===== config.mk =====
export PLATFORM = sky130hd
export DESIGN_NAME = mux_two_arbiter_flat
export DESIGN_NICKNAME = d
export VERILOG_FILES = /design/src/rtl/mux_two_arbiter_if.sv /design/src/rtl/mux_two_arbiter.sv /design/src/flat_wrapper.sv
export SDC_FILE = /design/constraint.sdc
export NUM_CORES = 1
export LEC_CHECK = 0
export ABC_AREA = 1
export CORE_MARGIN = 3
export CORE_UTILIZATION = 55
export CTS_CLUSTER_SIZE = 8
export DETAILED_ROUTE_END_ITERATION = 8
export GPL_TIMING_DRIVEN = 0
export PLACE_DENSITY_LB_ADDON = 0.25
export REMOVE_ABC_BUFFERS = 1
export SLEW_MARGIN = 40
export SYNTH_ARGS = -nofsm -noshare
export SYNTH_HDL_FRONTEND = slang
export SYNTH_SLANG_ARGS = --single-unit

===== constraint.sdc =====
create_clock -name clk -period 3.7 [get_ports clk]
set_clock_uncertainty 0.15 [all_clocks]
set_input_delay 0.37 -clock clk [delete_from_list [all_inputs] [get_ports clk]]
set_output_delay 0.37 -clock clk [all_outputs]
set_load 0.01 [all_outputs]

===== src/rtl/mux_two_arbiter_if.sv =====
// Request/grant bundle between the two requesters and the 2:1 mux arbiter.
interface mux_two_arbiter_if #(parameter int CNT_W = 8);
  logic             req_a;
  logic             req_b;
  logic             sel;
  logic             gnt_a;
  logic             gnt_b;
  logic             busy;
  logic             preempt;
  logic [CNT_W-1:0] hold_cnt;

  modport master (output req_a, req_b,
                  input  sel, gnt_a, gnt_b, busy, preempt, hold_cnt);
  modport slave  (input  req_a, req_b,
                  output sel, gnt_a, gnt_b, busy, preempt, hold_cnt);
endinterface


===== src/rtl/mux_two_arbiter.sv =====
// Two-requester round-robin arbiter with hold-time preemption driving a 2:1 mux select.
// Define MUX_TWO_ARB_GAP_EN to insert one idle GAP cycle on every owner change.
module mux_two_arbiter #(
  parameter int MAX_HOLD = 8,
  parameter int CNT_W    = 8
) (
  input  logic              clk,
  input  logic              rst,
  input  logic              ena,
  mux_two_arbiter_if.slave  bus
);

`ifdef MUX_TWO_ARB_GAP_EN
  typedef enum logic [1:0] {IDLE, OWN_A, OWN_B, GAP} state_t;
`else
  typedef enum logic [1:0] {IDLE, OWN_A, OWN_B} state_t;
`endif

  localparam logic [CNT_W-1:0] HOLD_LAST = CNT_W'(MAX_HOLD - 1);

  state_t           state_q, state_d;
  logic             sel_q, sel_d;
  logic             gnt_a_q, gnt_b_q;
  logic             pre_q, pre_d;
  logic             last_q, last_d;   // 1 = B owned last
  logic [CNT_W-1:0] hold_q, hold_d;

  logic go, go_b;      // enter a grant this edge, and to which side
  logic hand, hand_b;  // owner change requested, and to which side
  logic own_req, oth_req;

  always_comb begin
    state_d = state_q;
    sel_d   = sel_q;
    hold_d  = hold_q;
    last_d  = last_q;
    pre_d   = 1'b0;
    go      = 1'b0;
    go_b    = 1'b0;
    hand    = 1'b0;
    hand_b  = 1'b0;
    own_req = (state_q == OWN_B) ? bus.req_b : bus.req_a;
    oth_req = (state_q == OWN_B) ? bus.req_a : bus.req_b;

    case (state_q)
      IDLE: begin
        hold_d = '0;
        if (bus.req_a && (!bus.req_b || last_q)) begin
          go = 1'b1;
        end else if (bus.req_b) begin
          go   = 1'b1;
          go_b = 1'b1;
        end
      end
      OWN_A, OWN_B: begin
        if (!own_req) begin
          if (oth_req) begin
            hand   = 1'b1;
            hand_b = (state_q == OWN_A);
          end else begin
            state_d = IDLE;
            hold_d  = '0;
          end
        end else if (hold_q == HOLD_LAST) begin
          if (oth_req) begin
            hand   = 1'b1;
            hand_b = (state_q == OWN_A);
            pre_d  = 1'b1;
          end else begin
            hold_d = '0;
          end
        end else begin
          hold_d = hold_q + CNT_W'(1);
        end
      end
`ifdef MUX_TWO_ARB_GAP_EN
      GAP: begin
        // sel already points at the pending owner; fall back to the old one if it left
        if (sel_q ? bus.req_b : bus.req_a) begin
          go   = 1'b1;
          go_b = sel_q;
        end else if (sel_q ? bus.req_a : bus.req_b) begin
          go   = 1'b1;
          go_b = !sel_q;
        end else begin
          state_d = IDLE;
          hold_d  = '0;
        end
      end
`endif
      default: begin
        state_d = IDLE;
        hold_d  = '0;
      end
    endcase

`ifdef MUX_TWO_ARB_GAP_EN
    if (hand) begin
      state_d = GAP;
      sel_d   = hand_b;
      hold_d  = '0;
    end
`else
    if (hand) begin
      go   = 1'b1;
      go_b = hand_b;
    end
`endif

    if (go) begin
      state_d = go_b ? OWN_B : OWN_A;
      sel_d   = go_b;
      hold_d  = '0;
      last_d  = go_b;
    end
  end

  always_ff @(posedge clk) begin
    if (rst) begin
      state_q <= IDLE;
      sel_q   <= 1'b0;
      gnt_a_q <= 1'b0;
      gnt_b_q <= 1'b0;
      pre_q   <= 1'b0;
      last_q  <= 1'b1;
      hold_q  <= '0;
    end else if (ena) begin
      state_q <= state_d;
      sel_q   <= sel_d;
      gnt_a_q <= (state_d == OWN_A);
      gnt_b_q <= (state_d == OWN_B);
      pre_q   <= pre_d;
      last_q  <= last_d;
      hold_q  <= hold_d;
    end
  end

  assign bus.sel      = sel_q;
  assign bus.gnt_a    = gnt_a_q;
  assign bus.gnt_b    = gnt_b_q;
  assign bus.busy     = gnt_a_q | gnt_b_q;
  assign bus.preempt  = pre_q;
  assign bus.hold_cnt = hold_q;

endmodule


===== src/flat_wrapper.sv =====
// flat-port wrapper written by rule: the top's interface ports become plain ports
module mux_two_arbiter_flat 
#(
  parameter int MAX_HOLD = 8,
  parameter int CNT_W    = 8
)
  (clk, rst, ena, bus_req_a, bus_req_b, bus_sel, bus_gnt_a, bus_gnt_b, bus_busy, bus_preempt, bus_hold_cnt);
  mux_two_arbiter_if #(.CNT_W(CNT_W)) bus_i ();
  input  logic clk;
  input  logic rst;
  input  logic ena;
  input wire logic [$bits(bus_i.req_a)-1:0] bus_req_a;
  input wire logic [$bits(bus_i.req_b)-1:0] bus_req_b;
  output wire logic [$bits(bus_i.sel)-1:0] bus_sel;
  output wire logic [$bits(bus_i.gnt_a)-1:0] bus_gnt_a;
  output wire logic [$bits(bus_i.gnt_b)-1:0] bus_gnt_b;
  output wire logic [$bits(bus_i.busy)-1:0] bus_busy;
  output wire logic [$bits(bus_i.preempt)-1:0] bus_preempt;
  output wire logic [$bits(bus_i.hold_cnt)-1:0] bus_hold_cnt;
  assign bus_i.req_a = bus_req_a;
  assign bus_i.req_b = bus_req_b;
  assign bus_sel = bus_i.sel;
  assign bus_gnt_a = bus_i.gnt_a;
  assign bus_gnt_b = bus_i.gnt_b;
  assign bus_busy = bus_i.busy;
  assign bus_preempt = bus_i.preempt;
  assign bus_hold_cnt = bus_i.hold_cnt;
  mux_two_arbiter #(.MAX_HOLD(MAX_HOLD), .CNT_W(CNT_W)) u_core (.clk(clk), .rst(rst), .ena(ena), .bus(bus_i));
endmodule

==> flow_summary.toml, run 1 <==
[run_status]
outcome = "finished clean"

[synthesis]
synth.top_cells.by_count = "sky130_fd_sc_hd__nand2_1, sky130_fd_sc_hd__inv_1, sky130_fd_sc_hd__dfxtp_1"
synth_enable_flop_cells = 0
netlist_instances = 148
synth.avg_cell_area_um2 = 6.78
yosys.cell_types.count = 22
synth_largest_type_area_fraction_pct = 29.9
synth-main-ff-cell = "sky130_fd_sc_hd__dfxtp_1"
netlist.top_cell.by_area = "sky130_fd_sc_hd__dfxtp_1"
synth-seq-area-share_pct = 29.9
ys_warn_count = 0
asyncSetResetFlopFracSynth_pct = 0
synth-seq-cells = 15
synth_area_leaders = "sky130_fd_sc_hd__dfxtp_1, sky130_fd_sc_hd__nand2_1, sky130_fd_sc_hd__inv_1"
most_frequently_used_cell_type_in_the_post_synthesis_netlist = "sky130_fd_sc_hd__nand2_1"
post_synth_instance_area_mm2 = 0.00100

[power_and_ir_drop]
cellInternalPower_uw = 251
power_frac_seq_pct = 46.0
net-switching-power_uw = 131
power.ir.vdd_worst_uv = 336
combPwrFrac_pct = 27.8
power.static_leakage_uw = 0.000493
clkPwrFrac_pct = 26.2
p_sw_share_pct = 34.3
total_power_divided_by_cell_area_mw_per_mm2 = 316

[critical_path]
worst_ep_required_time_ps = 3770
crit_family = "compound AO/OA/AOI/OAI gates"
worstPathBufferInverterCount = 2
worst_setup_path_end_kind = "flip-flop"
crit_type = "reg -> reg"
worstPathArrival_ps = 2200
crit_chain = "inv_1 > ha_1 > o21ai_2 > o21ai_4 > inv_1 > nand2_1 > o21ai_0 > nand4_1 > a21oi_1"
crit_path_max_incr_delay_ps = 420
worstPathMaxFanout = 7
setup.worst_path.start_class = "flip-flop"
worst-path-stages = 9
cp_slowest_cell = "sky130_fd_sc_hd__dfxtp_1"
critical_path.most_common_cell = "sky130_fd_sc_hd__inv_1"
timing.reg2reg.worst_path_depth = 9

[global_route]
globalRoute.totalOverflow = 0
gr-usage-met3_pct = 5.21
overall_routing_resource_usage_pct = 21.3
globalRoute.busiestLayer = "met2"
initial_antenna_violation_count = 0
first_global_vias = 972
maximum_number_of_pins_on_one_net_before_global_route_repair = 14
grt.met2_usage_pct = 35.7
grt_pass1_wl_um = 4040
grtUsageMet1_pct = 24.7

[floorplan]
placeableCoreArea_mm2 = 0.00161
placementRows = 14
floorplan.initialDensity_pct = 62.3
dieWidth_um = 48.7
dieArea_mm2 = 0.00237
die_y_um = 48.7
design.portCount = 18

[cells_and_area]
diodes = 0
postLayoutCellArea_mm2 = 0.00121
layout_cell_share_with_drive_strength_beyond_1_pct = 10.2
fillers = 133
final_core_utilization_pct = 74.9
number_of_nets_in_the_final_layout = 177
flow.area_growth_from_synthesis_pct = 20.3

[timing]
timing.final.crit_period_ps = 2130
worst-slew-pin-transition_ps = 517
final_min_period_over_clock_period_pct = 57.5
report.final.setup_viol = 0
final-max-slew-violation-count = 0
finalHoldViolations = 0
worst_slack_ps = 1570
max_slew_margin_pct = 65.4
rsz0062_at_grt = "no"
setup_tns_final_ps = 0
max_clk_rate_mhz = 470

[route]
num_vias = 1028
dr.first_iter.drc_count = 40
drc = 0
drt.antenna.violating_nets = 0
post_drt_via_cell_ratio = 5.41
firstDrtPassIters = 4
post_drt_wl_per_cell_um = 12.5
wl_um = 2370

[clocking]
total_number_of_h_tree_levels = 1
post_cts_setup_inserts = 0
cts_root_buf = "sky130_fd_sc_hd__clkbuf_4"
numClockSinks = 15
cts-buffers-inserted = 3
cts_tree = "built"
cts-resized-gates = 0
clock_insertion_delay_at_the_later_pin_of_the_skew_report_ps = 290
clock_path_buffers = 2
cts-hold-fix-buffers = 0
clk_transition_reported_paths_ps = 90

[placement]
number_of_buffers_inserted_by_port_buffering = 17
placement.cell_area_mm2 = 0.00118
place_worst_setup_slack_ps = 1430
dp_hpwl_um = 1830
finalWeightedCongestion = 0.922

[worst_hold_path]
hold-path-cell-count = 2
min_path_type = "reg -> reg"

[run]
maxCapViolCount = 0
[sequential cells by signal, indices dropped and copies added (netlist names)]
register / flops
u_core.bus.gnt_b: 1
u_core.state_q: 2
u_core.bus.hold_cnt: 8
u_core.last_q: 1
u_core.bus.preempt: 1
u_core.bus.gnt_a: 1
u_core.bus.sel: 1
[final cells by class]
cell class	count	area, um^2	area share (%)
clock buffers	4	26.3	2.18
inverters	22	82.6	6.84
multi-input cells	108	598	49.5
flip-flops and latches	15	300	24.9
well taps	24	30.0	2.49
repair buffers	17	170	14.1
[final timing paths]
kind | start | to | slack (ps)
worst max-delay path | u_core.state_q[0]$_SDFFE_PP0P_ | u_core.bus.hold_cnt[7]$_SDFFE_PP0P_ | 1570
worst min-delay path | u_core.bus.preempt$_SDFFE_PP0P_ | u_core.bus.preempt$_SDFFE_PP0P_ | 340
worst max register to register | u_core.state_q[0]$_SDFFE_PP0P_ | u_core.bus.hold_cnt[7]$_SDFFE_PP0P_ | 1570
worst min register to register | u_core.bus.preempt$_SDFFE_PP0P_ | u_core.bus.preempt$_SDFFE_PP0P_ | 340
[metal layers]
layer  routed length, um  vias to the layer above
met1                1050                      456
met4                  58                        0
met3                 172                        6
li1                    -                      526
met5                   0                        -
met2                1100                       40
[metrics by stage]
stage / hold WS [ps] / cells / total power, uW
floorplan: 279 / 145 / 250
global placement: 300 / 186 / 281
detailed placement: 321 / 186 / 285
CTS: 337 / 190 / 381
global route: 352 / 190 / 403
finish: 341 / 190 / 382
[cell families after synthesis]
kind of cell,after synthesis,share of synthesized area [%]
flip-flops,15,29.9
AND/OR/NAND/NOR,74,36.0
adder cells (fa/ha/maj),5,6.23
buffers and inverters,25,10.5
AO/OA/AOI/OAI,29,17.3
[worst min-delay path: cells and delay by family (launching register included)]
family / cells / cell delay, ps
AOI/OAI and AO/OA: 1 / 60
DFF: 1 / 330
and+or+nand+nor: 1 / 60
[cells in the final DEF, fill, tap and decap left out]
cell                              count
sky130_fd_sc_hd__o21ai_0              9
sky130_fd_sc_hd__a31oi_1              1
sky130_fd_sc_hd__inv_1               22
sky130_fd_sc_hd__o21ai_2              2
sky130_fd_sc_hd__nand2_1             33
sky130_fd_sc_hd__ha_1                 5
sky130_fd_sc_hd__a21oi_2              1
sky130_fd_sc_hd__a21oi_1             12
sky130_fd_sc_hd__dfxtp_1             15
sky130_fd_sc_hd__nor2_1              12
sky130_fd_sc_hd__nand3_4              1
sky130_fd_sc_hd__nand3_2              2
sky130_fd_sc_hd__clkdlybuf4s50_1     17
sky130_fd_sc_hd__nand3_1             10
sky130_fd_sc_hd__nand4_1              9
sky130_fd_sc_hd__clkbuf_1             1
sky130_fd_sc_hd__nor2_4               1
sky130_fd_sc_hd__o21ai_4              1
sky130_fd_sc_hd__o22ai_1              2
sky130_fd_sc_hd__or2_2                2
sky130_fd_sc_hd__a22oi_1              1
sky130_fd_sc_hd__clkbuf_4             3
sky130_fd_sc_hd__nand2_2              4
[power by group through the flow]
stage / clock network [uW] / registers [uW] / logic, uW
2_1_floorplan: 0 / 180 / 70.4
3_5_place_dp: 0 / 179 / 105
4_1_cts: 99.7 / 176 / 106
3_3_place_gp: 0 / 179 / 102
6_report: 99.8 / 176 / 106
5_1_grt: 108 / 177 / 118
No activity file was read; power rests on OpenSTA's default activity.
==> run 2: changes to the inputs <==
- CORE_UTILIZATION: 55 -> 51
- clock period: 3.7 -> 2.2 ns (I/O delays scaled with it)
==> run 2 against run 1 <==
  * Combinational power rose by 79%
  * Non-clock buffer count grew 1
  * Sequential power up 68%
  * Count of clock-buffer cells in the layout is the same
  * Global-route usage down 1.6 points
  * Cell count up 1.1%
  * Worst hold slack got worse by 15 ps
  * Final area is 2.0% higher
  * Maximum frequency rose by 4.6%
  * Critical path type unchanged
  * Critical endpoint unchanged
  * Largest power group unchanged
==> flow_summary.toml, run 2 (synthesis results as in run 1) <==
[cells_and_area]
number_of_nets_in_the_final_layout = 178
layout_cell_share_with_drive_strength_beyond_1_pct = 10.8
postLayoutCellArea_mm2 = 0.00123
final_cell_count_no_fill = 192
fillers = 157
flip_flop_count_of_the_largest_register_all_copies_and_words_added = 8
diodes = 0
mostFrequentLayoutCells = "sky130_fd_sc_hd__nand2_1, sky130_fd_sc_hd__inv_1, sky130_fd_sc_hd__clkdlybuf4s50_1"
flow.area_growth_from_synthesis_pct = 22.7
layout_commonest_cell = "sky130_fd_sc_hd__nand2_1"

[timing]
worst-slew-pin-transition_ps = 511
rsz0062_at_grt = "no"
max_clk_rate_mhz = 492
max_slew_margin_pct = 65.8
hold_slack_ps = 326
finalHoldViolations = 0
final-max-slew-violation-count = 0
setup_tns_final_ps = 0
final_min_period_over_clock_period_pct = 92.5
timing.final.crit_period_ps = 2030
report.final.setup_viol = 0

[critical_path]
crit_type = "reg -> reg"
worstPathMaxFanout = 7
worstPathArrival_ps = 2090
crit_chain = "inv_1 > ha_1 > o21ai_4 > o21ai_4 > inv_1 > nand2_1 > o21ai_0 > nand4_1 > a21oi_1"
cp_slowest_cell = "sky130_fd_sc_hd__dfxtp_1"
worst_ep_required_time_ps = 2260
critPathLaunch = "u_core.state_q[0]$_SDFFE_PP0P_"
crit_path_max_incr_delay_ps = 430
setup.worst_path.start_class = "flip-flop"
worst_setup_path_end_kind = "flip-flop"
r2r_start = "u_core.state_q[0]$_SDFFE_PP0P_"

[power_and_ir_drop]
total_power_divided_by_cell_area_mw_per_mm2 = 526
power.total_uw = 648
power.ir.vdd_worst_uv = 338
power.static_leakage_uw = 0.000501

[placement]
dp_hpwl_um = 1670
post-place-cells = 187
number_of_buffers_inserted_by_port_buffering = 17
finalWeightedCongestion = 0.864
placement.cell_area_mm2 = 0.00118

[route]
wl_um = 2390
dr.first_iter.drc_count = 35
post_drt_wl_per_cell_um = 12.4
post_drt_via_cell_ratio = 5.34
drc = 0
num_vias = 1026
firstDrtPassIters = 6
drt.antenna.violating_nets = 0

[floorplan]
die_y_um = 50.4
dieWidth_um = 50.4
design.portCount = 18
placementRows = 15
placeableCoreArea_mm2 = 0.00178
floorplan.initialDensity_pct = 56.3
dieArea_mm2 = 0.00254

[worst_hold_path]
min_path_type = "reg -> reg"
holdCritStartpoint = "u_core.bus.sel$_SDFFE_PP0P_"

[global_route]
globalRoute.totalOverflow = 0
first_global_vias = 939
maximum_number_of_pins_on_one_net_before_global_route_repair = 14
overall_routing_resource_usage_pct = 19.7
grt_pass1_wl_um = 3900
initial_antenna_violation_count = 0

[clocking]
cts-buffers-inserted = 3
cts_tree = "built"
total_number_of_h_tree_levels = 1
clock_path_buffers = 2
clock_insertion_delay_at_the_later_pin_of_the_skew_report_ps = 290
numClockSinks = 15
cts_root_buf = "sky130_fd_sc_hd__clkbuf_4"
cts-hold-fix-buffers = 0
clk_transition_reported_paths_ps = 100

[run_status]
outcome = "finished clean"

[run]
maxCapViolCount = 0
[run 2: cell count changes in the layout (fill, tap and decap cells not counted)]
cell,before,now
sky130_fd_sc_hd__o21ai_2,2,0
sky130_fd_sc_hd__o21ai_4,1,3
sky130_fd_sc_hd__buf_4,0,1
[run 2: worst paths after layout]
check	slack, ps	depth (start not counted)	to
worst max-delay path	170	9	u_core.bus.hold_cnt[7]$_SDFFE_PP0P_
worst max register to register	170	9	u_core.bus.hold_cnt[7]$_SDFFE_PP0P_
worst min-delay path	330	2	u_core.bus.sel$_SDFFE_PP0P_
worst min register to register	330	2	u_core.bus.sel$_SDFFE_PP0P_
[run 2: power breakdown]
part	internal [uW]	switching, uW
registers	284	11.0
clock network	70.4	93.2
logic	72.1	117
[run 2: stage by stage]
step                util (%)  setup WS (ps)
global placement        66.3            156
detailed placement      66.3            140
CTS                     67.8            119
floorplan                  -            407
global route            69.1           8.31
finish                  69.1            166
[run 2: routing by layer]
layer  up-vias  share of wire (%)  routed length [um]  global-route usage (%)
li1        529                  -                   -                       -
met1       451                 46                1090                    23.4
met2        39                 47                1110                    35.2
met3         7                6.0                 143                    4.15
met4         0                1.5                  36                    5.83
met5         -                  0                   0                       0
[run 2: worst max-delay path, delay by kind of cell, from the launching register on]
family	cells	cell delay, ps
adder cells (fa/ha/maj)	1	290
flip-flops	1	430
AO/OA/AOI/OAI	4	610
buffers and inverters	2	250
AND/OR/NAND/NOR	2	220
[run 2: what timing repair did]
action,4_1_cts,5_1_grt
setup endpoints to repair,0,10
resized for setup,0,2
setup buffers,0,1
[run 2: area by class of cell]
class | count | area [um^2] | area share (%)
tap | 25 | 31.3 | 2.54
clock buffer | 4 | 26.3 | 2.13
inverter | 22 | 82.6 | 6.71
multi-input combinational | 108 | 613 | 49.8
sequential | 15 | 300 | 24.4
timing repair buffer | 18 | 178 | 14.4
